File: config.mk
export PLATFORM = sky130hd
export DESIGN_NAME = fetch_controller
export DESIGN_NICKNAME = d
export VERILOG_FILES = /design/src/rtl/fetch_pkg.sv /design/src/rtl/fetch_queue.sv /design/src/rtl/fetch_controller.sv
export SDC_FILE = /design/constraint.sdc
export NUM_CORES = 1
export LEC_CHECK = 0
export CAP_MARGIN = 20
export CORE_MARGIN = 2
export CORE_UTILIZATION = 49
export DETAILED_ROUTE_END_ITERATION = 10
export HOLD_SLACK_MARGIN = 0.08
export PLACE_DENSITY = 0.77
export SYNTH_ARGS = -nofsm -noshare
export SYNTH_HDL_FRONTEND = slang
export SYNTH_SLANG_ARGS = --single-unit
File: constraint.sdc
create_clock -name clk -period 2.4 [get_ports clk]
set_clock_uncertainty 0.1 [all_clocks]
set_input_delay 0.48 -clock clk [delete_from_list [all_inputs] [get_ports clk]]
set_output_delay 0.48 -clock clk [all_outputs]
set_load 0.01 [all_outputs]
File: src/rtl/fetch_pkg.sv
// Shared types and constants for the instruction-fetch sequencer.
package fetch_pkg;

    typedef enum logic [1:0] {
        WAIT   = 2'd0,
        RUN    = 2'd1,
        HALTED = 2'd2
    } fetch_state_e;

    localparam logic [31:0] NOP_INSN   = 32'h0000_0000;
    localparam int          WORD_BYTES = 4;

    typedef struct packed {
        logic [31:0] pc;
        logic [31:0] insn;
    } entry_t;

    // Word-align and fold an address into the instruction memory span.
    function automatic logic [31:0] wrap_pc(input logic [31:0] addr, input logic [31:0] span);
        return {addr[31:2], 2'b00} % span;
    endfunction

endpackage

File: src/rtl/fetch_queue.sv
// Small synchronous FIFO of fetched {pc, insn} entries with flush.
module fetch_queue
    import fetch_pkg::*;
#(
    parameter int DEPTH = 2
) (
    input  logic                     clk,
    input  logic                     rst,
    input  logic                     push_i,
    input  logic                     pop_i,
    input  logic                     flush_i,
    input  entry_t                   wdata_i,
    output entry_t                   rdata_o,
    output logic                     full_o,
    output logic                     empty_o,
    output logic [$clog2(DEPTH):0]   count_o
);

    localparam int PW = $clog2(DEPTH);
    localparam int CW = PW + 1;

    entry_t          mem_q [DEPTH];
    logic [PW-1:0]   wr_ptr_q;
    logic [PW-1:0]   rd_ptr_q;
    logic [CW-1:0]   count_q;
    logic            push_ok;
    logic            pop_ok;

    assign empty_o = (count_q == '0);
    assign full_o  = (count_q == CW'(DEPTH));
    assign count_o = count_q;
    assign rdata_o = mem_q[rd_ptr_q];

    assign pop_ok  = pop_i & ~empty_o;
    assign push_ok = push_i & (~full_o | pop_ok);

    always_ff @(posedge clk or negedge rst) begin
        if (!rst) begin
            for (int i = 0; i < DEPTH; i++) begin
                mem_q[i] <= '0;
            end
            wr_ptr_q <= '0;
            rd_ptr_q <= '0;
            count_q  <= '0;
        end else if (flush_i) begin
            // Keep the read pointer so the stale head word stays put until refilled.
            wr_ptr_q <= rd_ptr_q;
            count_q  <= '0;
        end else begin
            if (push_ok) begin
                mem_q[wr_ptr_q] <= wdata_i;
                wr_ptr_q        <= wr_ptr_q + PW'(1);
            end
            if (pop_ok) begin
                rd_ptr_q <= rd_ptr_q + PW'(1);
            end
            case ({push_ok, pop_ok})
                2'b10:   count_q <= count_q + CW'(1);
                2'b01:   count_q <= count_q - CW'(1);
                default: count_q <= count_q;
            endcase
        end
    end

endmodule

File: src/rtl/fetch_controller.sv
// Instruction-fetch sequencer: owns the fetch PC, fills the prefetch queue, feeds decode.
// Optional FETCH_PERF_EN adds free-running fetch/stall counters.
//
// state  | meaning
// WAIT   | first cycle after reset release, memory output not yet trusted
// RUN    | fetch one word per cycle while the queue has room
// HALTED | no new fetches, queue drains, redirects still move the PC
module fetch_controller
    import fetch_pkg::*;
#(
    parameter logic [31:0] RESET_PC    = 32'h0000_0000,
    parameter int          QUEUE_DEPTH = 2,
    parameter int          IMEM_WORDS  = 1024
) (
    input  logic        clk,
    input  logic        rst,
    output logic [31:0] imem_addr_o,
    input  logic [31:0] imem_rdata_i,
    output logic        inst_valid_o,
    input  logic        inst_ready_i,
    output logic [31:0] inst_o,
    output logic [31:0] inst_pc_o,
    input  logic        redirect_valid_i,
    input  logic [31:0] redirect_pc_i,
    input  logic        halt_i
`ifdef FETCH_PERF_EN
    ,
    output logic [31:0] perf_fetched_o,
    output logic [31:0] perf_stalled_o
`endif
);

    localparam int          CW      = $clog2(QUEUE_DEPTH) + 1;
    localparam logic [31:0] PC_SPAN = 32'(IMEM_WORDS * WORD_BYTES);
    localparam logic [CW-1:0] DEPTH_C = CW'(QUEUE_DEPTH);

    fetch_state_e    state_q, state_d;
    logic [31:0]     fetch_pc_q, fetch_pc_d;
    entry_t          hold_q;
    entry_t          q_head;
    entry_t          q_wdata;
    logic            q_full, q_empty;
    logic [CW-1:0]   q_count;
    logic            pop_raw, q_pop, push;

    assign imem_addr_o  = fetch_pc_q;
    assign inst_valid_o = ~q_empty;
    assign inst_o       = q_empty ? hold_q.insn : q_head.insn;
    assign inst_pc_o    = q_empty ? hold_q.pc   : q_head.pc;

    assign pop_raw = inst_valid_o & inst_ready_i;
    assign q_pop   = pop_raw & ~redirect_valid_i;
    assign push    = (state_q == RUN) & ~halt_i & ~redirect_valid_i
                   & ((q_count < DEPTH_C) | pop_raw);
    assign q_wdata = '{pc: fetch_pc_q, insn: imem_rdata_i};

    fetch_queue #(
        .DEPTH (QUEUE_DEPTH)
    ) u_queue (
        .clk     (clk),
        .rst     (rst),
        .push_i  (push),
        .pop_i   (q_pop),
        .flush_i (redirect_valid_i),
        .wdata_i (q_wdata),
        .rdata_o (q_head),
        .full_o  (q_full),
        .empty_o (q_empty),
        .count_o (q_count)
    );

    always_comb begin
        state_d    = state_q;
        fetch_pc_d = fetch_pc_q;
        case (state_q)
            WAIT:    state_d = RUN;
            RUN:     if (halt_i)  state_d = HALTED;
            HALTED:  if (!halt_i) state_d = RUN;
            default: state_d = WAIT;
        endcase
        if (redirect_valid_i) begin
            fetch_pc_d = wrap_pc(redirect_pc_i, PC_SPAN);
        end else if (push) begin
            fetch_pc_d = wrap_pc(fetch_pc_q + 32'(WORD_BYTES), PC_SPAN);
        end
    end

    always_ff @(posedge clk or negedge rst) begin
        if (!rst) begin
            state_q    <= WAIT;
            fetch_pc_q <= RESET_PC;
            hold_q     <= '{pc: 32'h0, insn: NOP_INSN};
        end else begin
            state_q    <= state_d;
            fetch_pc_q <= fetch_pc_d;
            // Remember the last visible head so outputs hold once the queue empties.
            if (!q_empty) begin
                hold_q <= q_head;
            end
        end
    end

`ifdef FETCH_PERF_EN
    logic [31:0] perf_fetched_q;
    logic [31:0] perf_stalled_q;

    always_ff @(posedge clk or negedge rst) begin
        if (!rst) begin
            perf_fetched_q <= '0;
            perf_stalled_q <= '0;
        end else begin
            if (push) begin
                perf_fetched_q <= perf_fetched_q + 32'd1;
            end
            if ((state_q == RUN) && q_full && !pop_raw) begin
                perf_stalled_q <= perf_stalled_q + 32'd1;
            end
        end
    end

    assign perf_fetched_o = perf_fetched_q;
    assign perf_stalled_o = perf_stalled_q;
`endif

endmodule

After elaboration in Yosys (flattened, before gate mapping)
Index checks and enable logic that the tools add are counted.

storage, ports and cells
  register bits after elaboration = 230
  logic and storage cells = 68
  input port bits = 69

cells by class
  muxes and demuxes = 17
  bitwise operators = 15
  add/subtract/negate cells = 5
  reduce and logical (&&, ||, !) cells = 9
  magnitude comparators = 4
  equality and inequality tests = 7

operator list
  cell                                                                  number
  64-bit two-way mux                                                    4
  128-bit bitwise mux                                                   1
  32-bit two-way mux                                                    4
  64-bit demux with 1-bit select                                        1
  12-bit by 3-bit adder with 12-bit output, second input constant       1
  1-bit AND                                                             7
  2-bit == test, second input constant                                  3
  2-bit two-way mux                                                     3
  2-bit case mux with 3 select lines                                    1
  2-bit AND reduction                                                   3
  2-bit by 1-bit == test with 1-bit output, second input constant       2
  2-bit greater-or-equal comparator, second input constant              2
  2-bit logical NOT                                                     2
  2-bit inequality test, second input constant                          2
  1-bit NOT                                                             4
  1-bit NOT with 2-bit output                                           2
  2-bit case mux with 2 select lines                                    1
  2-bit nonzero test                                                    2
  3-bit nonzero test                                                    1
  1-bit adder, second input constant                                    2
  2-bit by 1-bit adder with 2-bit output, second input constant         1
  2-bit by 1-bit < comparator with 1-bit output, second input constant  1
  2-bit < comparator, second input constant                             1
  1-bit two-way mux                                                     2
  other kinds (3)                                                       4

Logic depth before layout (Yosys ltp)
  depth after elaboration = 10
  depth in mapped cells = 6

Hierarchy
Synthesis repeated with hierarchy kept, for this count alone.

unflattened totals
  cells, all modules = 601
  area total of the unflattened synthesis = 9267.6 µm²

by module, submodules not included
  module            seq. area each (µm²)  times used  area each (µm²)  cells each
  fetch_queue       3303.2                1           6028.3           365
  fetch_controller  1901.8                1           3239.4           236

Least setup slack after synthesis
Ideal clock, no wire load.

  path type = flip-flop to output port
  start point = register u_queue.count_q[1] (netlist: u_queue.count_o[1])
  end point = output port inst_o[20]
  data required time = 1.820 ns
  arrival time = 1.512 ns
  slack = 0.308 ns
  cell stages (with the launch flop) = 6
  cell sequence = dfrtp_1 > or2_2 > clkbuf_1 > clkbuf_1 > clkbuf_1 > a21oi_1

on the way
  longest elaborated chain between the ends = 2

ends and longest elaborated chain
  element                   line                    RTL
  start: declaration        fetch_queue.sv:25       logic [CW-1:0] count_q;
  start signal: assignment  fetch_queue.sv:58       2'b10: count_q <= count_q + CW'(1);
  start signal: assignment  fetch_queue.sv:59       2'b01: count_q <= count_q - CW'(1);
  start signal: assignment  fetch_queue.sv:60       default: count_q <= count_q;
  2-bit logical NOT         fetch_queue.sv:29       assign empty_o = (count_q == '0);
  32-bit two-way mux        fetch_controller.sv:48  assign inst_o = q_empty ? hold_q.insn : q_head.insn;
  end: declaration          fetch_controller.sv:21  output logic [31:0] inst_o,

Every way passes these cells.

Worst setup path in the final report
  start point = register u_queue.count_q[1] (netlist: u_queue.count_o[1])
  end point = output port inst_o[24]

The elaborated chain is that of the path after synthesis.

==> results_dict.tcl <==
set metrics [dict create \
    status "finished clean" \
    clockRootBuffer "clkbuf_16" \
    clkTransAtPathRegs_ns 0.05 \
    peakVddDrop_mv 0.6935 \
    cts_tree "yes" \
    power_frac_seq_pct 38.3 \
    io_buffers 99 \
    dieWidth_um 116.8 \
    post-route-min-period_ns 2.357 \
    first_iter_violations 159 \
    cts.sinks 142 \
    numCtsBuffers 17 \
    row_count 41 \
    htreeDepth 4 \
    die_y_um 116.8 \
    nets 678 \
    slew_headroom_pct 59.41 \
    gp_congestion 0.7823 \
    setup_violations 0 \
    holdWs_ns 0.4037 \
    viasPerCell 5.052 \
    grt_pass1_vias 4202 \
    grt_start_max_net_pins 65 \
    criticalPathCategory "reg2out" \
    synth_seq_cells 142 \
    cp-end-kind "output port" \
    clockBufferDepth 2 \
    dp_hpwl_um 8148 \
    min_period_over_period_pct 98.21 \
    finalHoldViolCount 0 \
    hp-class "reg2reg" \
    maxCapViolCount 0 \
    grt.met3_usage_pct 6.334 \
    antenna_found_initial 0 \
    grt_overflow 0 \
    grtUsageMet2_pct 34.72 \
    die-area_um2 13650 \
    fmax_mhz 424.3 \
    avgSynthCellArea_um2 12.55 \
    yosysUniqueCellTypes 33 \
    syn-cell-area_um2 6240 \
    p_switching_uw 3554 \
    power_density_nw_per_um2 1330 \
    wl_per_cell_um 15.98 \
    cp_slowest_stage_delay_ns 0.37 \
    path_cells "or2_4, buf_6, nor2_1, a21oi_2, dlygate4sd2_1" \
    grt_first_pass_wirelength_um 20270 \
    met1_usage_pct 23.04 \
    worst-path-buf-inv 2 \
    clock_latency_ns 0.42 \
    path_depth 5 \
    crit_family "buffers and inverters" \
    fin_ws_ns 0.04307 \
    crit_required_ns 1.82 \
    postRouteWirelength_um 12660 \
    firstDrtPassIters 4 \
    pin_count 166 \
    sw_frac_of_total_pct 33.11 \
    ys_seq_area_share_pct 56.95 \
    ant_nets 0 \
    grt_busiest_layer "met2" \
    track_usage_pct 19.70 \
    startpoint_type "flop" \
    async_flop_share_pct 100.0 \
    cpMaxStageDelayCell "dfrtp_1" \
    p_int_uw 7182 \
    crit_fanout 20 \
    synth_top_flop_cell "dfrtp_1" \
    drive_above_1_share_pct 31.13 \
    rr_worst_depth 5 \
    tightest_slew_ns 0.6089 \
    area_delta_synth_final_pct 29.38 \
    cts_setup_buffers 0 \
    slew_viol_final 0 \
    synth_cells 497 \
    dp_slack_ns 0.005880 \
    combinationalPowerShare_pct 38.1 \
    rsz0062_at_grt "true" \
    num_vias 4001 \
    synth_edf_count 0 \
    core_area_um2 12520 \
    whs_path_depth 1 \
    synth_warnings 0 \
    leakage_uw 0.003592 \
    n_antenna_cell 0 \
    arrival_ns 1.78 \
    power_uw 10740 \
    clockPowerShare_pct 23.6 \
    drc 0 \
    floorplan.initialDensity_pct 49.85 \
]
## placed cells by master, fill, tap and decap left out, types with 2 or more instances in the layout
cell type and instances:
clkinv_4 2, nor2b_1 5, nand4_1 5, mux2_2 82
nand2_1 12, nand3_1 6, and2_1 3, dlygate4sd2_1 30
clkbuf_16 17, clkinvlp_4 2, a21oi_1 16, clkbuf_2 7
buf_6 3, conb_1 44, nor2_1 27, dfrtp_1 141
nand2b_1 2, xor2_1 8, or4_1 3, buf_4 10
clkinv_2 5, buf_12 8, mux2i_1 40, clkbuf_8 2
a21oi_2 28, mux2i_2 3, nor2_2 16, xnor2_1 2
mux2_1 2, clkdlybuf4s50_1 55, clkdlybuf4s15_1 5, o21ai_0 12
bufinv_16 2
## kinds of logic (layout without fill, tap and decap cells)
kind of cell,count (synthesis),count (layout),synth area share [%]
buffers and inverters,71,151,7.499
and+or+nand+nor,87,87,7.099
AOI/OAI and AO/OA,58,58,4.732
other,1,44,0.06010
muxes,127,127,22.06
DFF,142,142,56.95
xor gates and xnor gates,10,10,1.404
adders and majority gates,1,1,0.2005
## stage by stage
stage / TNS, ns / cell area (um2) / util [%] / std cells
after CTS: 0 / 8021 / 64.08 / 792
after global routing: -0.2321 / 8073 / 64.49 / 792
final: 0 / 8073 / 64.49 / 792
after floorplan: 0 / 6401 / - / 540
after global placement: 0 / 7367 / 58.86 / 760
after detailed placement: 0 / 7367 / 58.86 / 760
## registers in the layout (all words and copies together), names as in the netlist
| register | count |
|---|---|
| u_queue.mem_q | 84 |
| u_queue.count_o | 2 |
| u_queue.rd_ptr_q | 1 |
| state_q | 2 |
| hold_q | 42 |
| u_queue.wr_ptr_q | 1 |
| imem_addr_o | 10 |
## layout make-up
| type | count | area (um2) |
|---|---|---|
| clock buffer | 20 | 456.7 |
| clock inverter | 11 | 117.6 |
| fill | 992 | 4444 |
| multi-input combinational | 327 | 2539 |
| sequential | 142 | 3555 |
| tap | 172 | 215.2 |
| timing repair buffer | 120 | 1190 |
## power by group through the flow
stage / clock (uW) / sequential, uW / combinational (uW)
floorplan: 0 / 3940 / 2510
finish: 2540 / 4110 / 4090
global route: 2690 / 4240 / 4490
CTS: 2580 / 4080 / 4050
global placement: 0 / 4010 / 4010
detailed placement: 0 / 4110 / 4150
## cell usage after synthesis (2+ instances only)
cell type	n	share of area, %
dfrtp_1	142	57
mux2_2	82	15
a21oi_1	44	3.5
buf_4	44	5.3
mux2i_1	43	6.9
nor2_1	43	2.6
clkbuf_1	14	0.84
nand2_1	12	0.72
o21ai_0	12	0.96
xor2_1	8	1.1
nand3_1	6	0.48
buf_2	5	0.40
nand4_1	5	0.50
nor2b_1	5	0.50
buf_1	4	0.24
buf_6	4	0.72
and2_1	3	0.30
or4_1	3	0.36
mux2_1	2	0.36
nand2b_1	2	0.20
xnor2_1	2	0.28
## worst paths after layout
| check | start | endpoint | slack (ns) |
|---|---|---|---|
| worst max-delay path | u_queue.count_o[1]$_DFFE_PN0P_ | inst_o[24] | 0.04 |
| worst min-delay path | u_queue.mem_q[72]$_DFFE_PN0P_ | u_queue.mem_q[72]$_DFFE_PN0P_ | 0.40 |
| worst max register to register | state_q[1]$_DFFE_PN0P_ | u_queue.mem_q[82]$_DFFE_PN0P_ | 0.52 |
| worst min register to register | u_queue.mem_q[72]$_DFFE_PN0P_ | u_queue.mem_q[72]$_DFFE_PN0P_ | 0.40 |
| max in group asynchronous | rst | u_queue.mem_q[68]$_DFFE_PN0P_ | 1.03 |
| min in group asynchronous | rst | imem_addr_o[2]$_DFFE_PN0P_ | 0.54 |
## routing by layer
metal	part of all wire [%]	routed length, um
met5	0	0
met4	1.1	141
met3	4.8	606
met2	53	6733
met1	41	5176
## repair_timing
item                                   4_1_cts  5_1_grt
hold buffers                                 1        0
gates resized for setup                     75       43
setup endpoints to repair                   43       34
endpoints found under the hold margin       62        0
Note: power is estimated with default switching activity, not from simulation.
